--- config.mk ---
export PLATFORM = sky130hd
export DESIGN_NAME = misr_cmp_param
export DESIGN_NICKNAME = d
export VERILOG_FILES = /design/src/rtl/misr_cmp_param.sv
export SDC_FILE = /design/constraint.sdc
export NUM_CORES = 1
export LEC_CHECK = 0
export ABC_AREA = 1
export CAP_MARGIN = 25
export CORE_UTILIZATION = 26
export CTS_CLUSTER_DIAMETER = 100
export DETAILED_ROUTE_END_ITERATION = 8
export SLEW_MARGIN = 10
export SYNTH_ARGS = -nofsm -noshare
export SYNTH_HDL_FRONTEND = slang
export SYNTH_SLANG_ARGS = --single-unit
--- constraint.sdc ---
create_clock -name clk -period 2.52 [get_ports clk]
set_clock_uncertainty 0.1 [all_clocks]
set_input_delay 0.378 -clock clk [delete_from_list [all_inputs] [get_ports clk]]
set_output_delay 0.378 -clock clk [all_outputs]
set_load 0.005 [all_outputs]
--- src/rtl/misr_cmp_param.sv ---
// misr_cmp_param: parametrised Galois MISR scan-output compactor.
// Folds N_IN channels onto SIG_W stages, compacts qualified samples over a
// programmable window, then registers done/pass against a golden signature.
module misr_cmp_param #(
   parameter int unsigned       SIG_W   = 13,
   parameter int unsigned       N_IN    = 11,
   parameter logic [SIG_W-1:0]  POLY    = 13'h001B,
   parameter logic [SIG_W-1:0]  SEED    = '0,
   parameter int unsigned       CNT_W   = 20,
   parameter int unsigned       SE_MODE = 0
) (
   input  logic             clk,
   input  logic             rst_n,
   input  logic             start,
   input  logic             abort,
   input  logic [N_IN-1:0]  sc_out,
   input  logic             sample_en,
   input  logic             test_se,
   input  logic [CNT_W-1:0] scan_num,
   input  logic [SIG_W-1:0] golden,
   output logic [SIG_W-1:0] sig,
   output logic [CNT_W-1:0] sample_cnt,
   output logic             busy,
   output logic             done,
   output logic             pass
);

   localparam logic [1:0] ST_IDLE = 2'd0;
   localparam logic [1:0] ST_RUN  = 2'd1;
   localparam logic [1:0] ST_DONE = 2'd2;

   // Channels are zero-padded to whole SIG_W-wide slices and the slices XORed.
   localparam int unsigned NCH   = (N_IN + SIG_W - 1) / SIG_W;
   localparam int unsigned PAD_W = NCH * SIG_W;

   logic [1:0]       state_q, state_d;
   logic [SIG_W-1:0] sig_q, sig_d;
   logic [CNT_W-1:0] sample_cnt_q, sample_cnt_d;
   logic [CNT_W-1:0] target_q, target_d;
   logic             done_q, done_d;
   logic             pass_q, pass_d;

   logic             q;
   logic [PAD_W-1:0] sc_pad;
   logic [SIG_W-1:0] fold_acc [NCH];
   logic [SIG_W-1:0] fold;
   logic [SIG_W-1:0] sig_nxt;

   assign sc_pad = PAD_W'(sc_out);

   for (genvar c = 0; c < NCH; c++) begin : g_fold
      if (c == 0) begin : g_first
         assign fold_acc[c] = sc_pad[SIG_W-1:0];
      end else begin : g_rest
         assign fold_acc[c] = fold_acc[c-1] ^ sc_pad[c*SIG_W +: SIG_W];
      end
   end
   assign fold = fold_acc[NCH-1];

   // Qualify samples by scan-enable mode; an illegal mode behaves as ungated.
   always_comb begin
      case (SE_MODE)
         1:       q = sample_en & test_se;
         2:       q = sample_en & ~test_se;
         default: q = sample_en;
      endcase
   end

   // Session control and compaction; priority abort > start > sample.
   always_comb begin
      state_d      = state_q;
      sig_d        = sig_q;
      sample_cnt_d = sample_cnt_q;
      target_d     = target_q;
      done_d       = done_q;
      pass_d       = pass_q;
      sig_nxt      = {sig_q[SIG_W-2:0], 1'b0}
                   ^ (POLY & {SIG_W{sig_q[SIG_W-1]}})
                   ^ fold;

      if (abort) begin
         state_d = ST_IDLE;
         done_d  = 1'b0;
         pass_d  = 1'b0;
      end else if (start) begin
         sig_d        = SEED;
         sample_cnt_d = '0;
         target_d     = scan_num;
         if (scan_num == '0) begin
            state_d = ST_DONE;
            done_d  = 1'b1;
            pass_d  = (SEED == golden);
         end else begin
            state_d = ST_RUN;
            done_d  = 1'b0;
            pass_d  = 1'b0;
         end
      end else if (state_q == ST_RUN && q) begin
         sig_d        = sig_nxt;
         sample_cnt_d = sample_cnt_q + CNT_W'(1);
         // Terminal test uses target-1 so target = 2^CNT_W-1 never wraps the counter.
         if (sample_cnt_q == target_q - CNT_W'(1)) begin
            state_d = ST_DONE;
            done_d  = 1'b1;
            pass_d  = (sig_nxt == golden);
         end
      end
   end

   // State registers with asynchronous active-low reset.
   always_ff @(posedge clk or negedge rst_n) begin
      if (!rst_n) begin
         state_q      <= ST_IDLE;
         sig_q        <= SEED;
         sample_cnt_q <= '0;
         target_q     <= '0;
         done_q       <= 1'b0;
         pass_q       <= 1'b0;
      end else begin
         state_q      <= state_d;
         sig_q        <= sig_d;
         sample_cnt_q <= sample_cnt_d;
         target_q     <= target_d;
         done_q       <= done_d;
         pass_q       <= pass_d;
      end
   end

   assign sig        = sig_q;
   assign sample_cnt = sample_cnt_q;
   assign busy       = (state_q == ST_RUN);
   assign done       = done_q;
   assign pass       = pass_q;

endmodule

==> run summary <==
The largest buffer count on any clock path is 2. The cell area after technology mapping came out at 3910 µm². The layout overhead on the synthesized area works out to 31.7%. The number of cells on the worst reg-to-reg path was 13. The die covers 15,500 µm². The number of gates resized after CTS was 0. After technology mapping, the gate count stands at 524. The run gives 0 as the number of endpoints with negative hold slack in the final report. Setup repair after global routing left no endpoint under its margin.

Synthesis instantiated 40 different standard cells from the library. The fraction of final layout cells with drive strength greater than 1 was 0.106; the number of nets still failing antenna checks after routing was 0. During synthesis, Yosys emitted a total of 0 warnings. Endpoint of the worst-slack reg-to-reg timing path: state_q[1]. The post-CTS clock slew at the launch and capture registers of the worst setup and hold paths came out at 0.07 ns. STA puts the critical path data required time at 2.62 ns. The headroom to the max-slew limit was 0.568; the worst supply voltage drop on vdd was 220 µV. Wires add up to 11.1 mm. The global routing met2 resource utilization was 0.260. Global routing finished with a remaining overflow of 0. Routability-driven placement finished with a final weighted congestion of 0.842. The top achievable clock speed was 464 MHz; the post-detailed-route wirelength per cell was 13.9 µm.

Element type at the critical path start: a register. The repair_antennas step left the layout with diodes totalling 0. The tools report the first-pass GRT wire length as 18.7 mm. When the netlist entered floorplanning its net count stood at 576. The arithmetic-cell share of the synthesized area counting full adders, half adders and majority gates was 0.00640. The number of antenna violations at the first check in global routing came out at 0. The overall fraction of global-route tracks in use was 0.149; the smallest hold slack was 0.403 ns. The worst hold path terminates at target_q[19]. The synthesized-area fraction occupied by ao, oa, aoi and oai cells came out at 0.0762. Once the clock tree was built, the setup fixing pass inserted 0 buffers. The run finished with clean final reports.

The post-route total power was 2.32 mW; the worst hold path stage count was 2. Number of maximum-capacitance violations: 0. Data on the critical path arrives at its endpoint at 2.25 ns. The tree is rooted in a clkbuf_16.

The via count of the first global-routing pass was 3,830. The sequential share of the synthesized area was 0.359. TritonCTS built the clock tree. The parity-gate share of the synthesized area counting xor and xnor cells is 0.101. The clock net in this run drives a total of 56 sinks.

The count of fill cells added during filler insertion was 1,543; the placeable core region was 14,600 µm². The proportion of synthesized area in mux cells came out at 0. Leaving out fill and tap cells, the most frequent cell in the layout is nand2_1. The critical path is of the register to register type. Number of vias after detailed routing: 3,718. In the post-synthesis netlist, the biggest area contributors are dfrtp_1 36%, nand2_1 15%, xor2_1 6.3%. The detailed router finished its first iteration with 246 violations. The setup check on the worst reg-to-reg path leaves a slack of 0.36 ns.

The library cells used most frequently in the layout, excluding fill and tap cells, are 151 x nand2_1, 83 x clkdlybuf4s50_1, 56 x dfrtp_1. The insertion delay to the later sink of the worst-skew pair was 0.30 ns; the worst-path maximum fanout was 8. TritonCTS created 5 clock buffers. Summed over all nets, the half-perimeter wirelength after detailed placement is 8.83 mm. For this run, the post-layout net count is 665. The max-slew violation count is 0, and the final worst-path cycle share is 0.855.

Die outline width: 125 µm. In this run the core area contains 44 standard-cell rows. The die is 125 µm tall.

The startpoint identified for the worst register-to-register timing path is target_q[0]. For this design the ratio of total power to cell area is 451 nW/µm². For the pin with the worst max-slew slack, the measured transition is 0.648 ns.

The minimum period implied by the final worst setup slack was 2.16 ns. In this run the number of H-tree levels came out at 2. The area share of the leading cell type in the synthesized netlist came out at 0.359. The share of synthesized cell area in and, or, nand and nor gates is 0.389, and the leakage dissipation is 2.30 nW. The number of synthesized register bits was 56. The DRC violation count after routing was 0; the post-detailed-route via-to-cell ratio was 4.66. STA classifies the critical path endpoint as a register. In this run the worst hold path is classified as register to register. 86 I/O pins were placed. Setup violations remaining at the end of the flow were counted as 0. Per-instance average area after synthesis: 7.46 µm².

The largest total area in the synthesized netlist belongs to dfrtp_1. Utilization of the core after routing: 0.353. The startpoint of the lowest-slack hold path was target_q[19]. The number of buffer cells added on primary ports was 84; the met3 track demand over resource was 0.0348. By area, the combinational part of the netlist is dominated by simple AND/OR/NAND/NOR gates. Entering global routing, the biggest net connects 25 pins.

Setup TNS: 0 ns. The peak-usage layer in the global routing report was met2. The tools report the number of search-and-repair iterations in the first detailed-routing pass as 5. The initial core utilization is 0.268. The global-route met1 utilization was 0.185.
[sequential cells by signal, summed over array words and instances (netlist names)]
| name | flops |
|---|---|
| sig | 13 |
| sample_cnt | 20 |
| state_q | 2 |
| pass | 1 |
| target_q | 20 |
[worst max path at each step]
stage | from | end | slack [ns]
after CTS | target_q[0] | state_q[1] | 0.36
after floorplan | target_q[0] | state_q[1] | 0.70
final | target_q[0] | state_q[1] | 0.36
after global placement | sample_en | sample_cnt[14] | 0.13
after detailed placement | sample_en | sample_cnt[14] | 0.13
after global routing | target_q[0] | state_q[1] | 0.17
[report_power, final]
part	total, mW	internal (mW)	switching, mW	leakage (nW)
registers	1.03	0.951	0.0790	0.745
logic	0.560	0.249	0.311	1.49
clock network	0.729	0.398	0.331	0.0712
total	2.32	1.60	0.721	2.30
[cell type report]
| type | count | area, µm² | share of cell area |
|---|---|---|---|
| clock buffers | 8 | 146 | 0.0284 |
| inverters | 57 | 216 | 0.0421 |
| multi-input cells | 399 | 2240 | 0.435 |
| flip-flops and latches | 56 | 1400 | 0.272 |
| well taps | 184 | 230 | 0.0447 |
| repair buffers | 94 | 913 | 0.177 |
[Yosys cell counts (all sizes together)]
cell    instances
a22o            7
nor3b           3
nand2         161
xnor2          17
and2            2
clkinv          1
a21oi           7
o21ai          29
and3            3
nand3          30
nor2           59
o21bai          1
nand3b          6
o22ai           3
inv            56
xor2           28
nor3           14
dfrtp          56
clkbuf          8
ha              2
buf             4
o31ai           4
nand4          15
nor4            8
[repair_timing]
action,4_1_cts,5_1_grt
hold buffers,1,0
endpoints found under the hold margin,16,0
setup endpoints to repair,0,0
[routing by layer]
layer,up-vias,share of wire
li1,1874,-
met1,1743,0.45
met2,91,0.48
met3,10,0.054
met4,0,0.011
met5,-,0
[worst max-delay path: stages (launching register included)]
cell	delay (ns)
dfrtp_1	0.40
inv_2	0.11
ha_1	0.30
nand2_4	0.11
nor2_8	0.18
nand2_2	0.10
nor2_2	0.08
nand2_1	0.05
nand2_1	0.06
nand2_1	0.06
nor2_2	0.15
nand3_2	0.17
nand3_1	0.11
nand2_1	0.06
[logic make-up after synthesis]
kind of cell	Yosys count
flops	56
fa+ha+maj	2
buf+inv	69
simple gates	301
compound gates	51
xor+xnor	45
[through the flow]
| step | setup WS, ns | instances | cell area [µm²] |
|---|---|---|---|
| floorplan | 0.699 | 524 | 3910 |
| global placement | 0.131 | 789 | 4990 |
| detailed placement | 0.126 | 789 | 4990 |
| CTS | 0.358 | 798 | 5150 |
| global route | 0.170 | 798 | 5150 |
| finish | 0.364 | 798 | 5150 |
No activity file was read; power rests on OpenSTA's default activity.
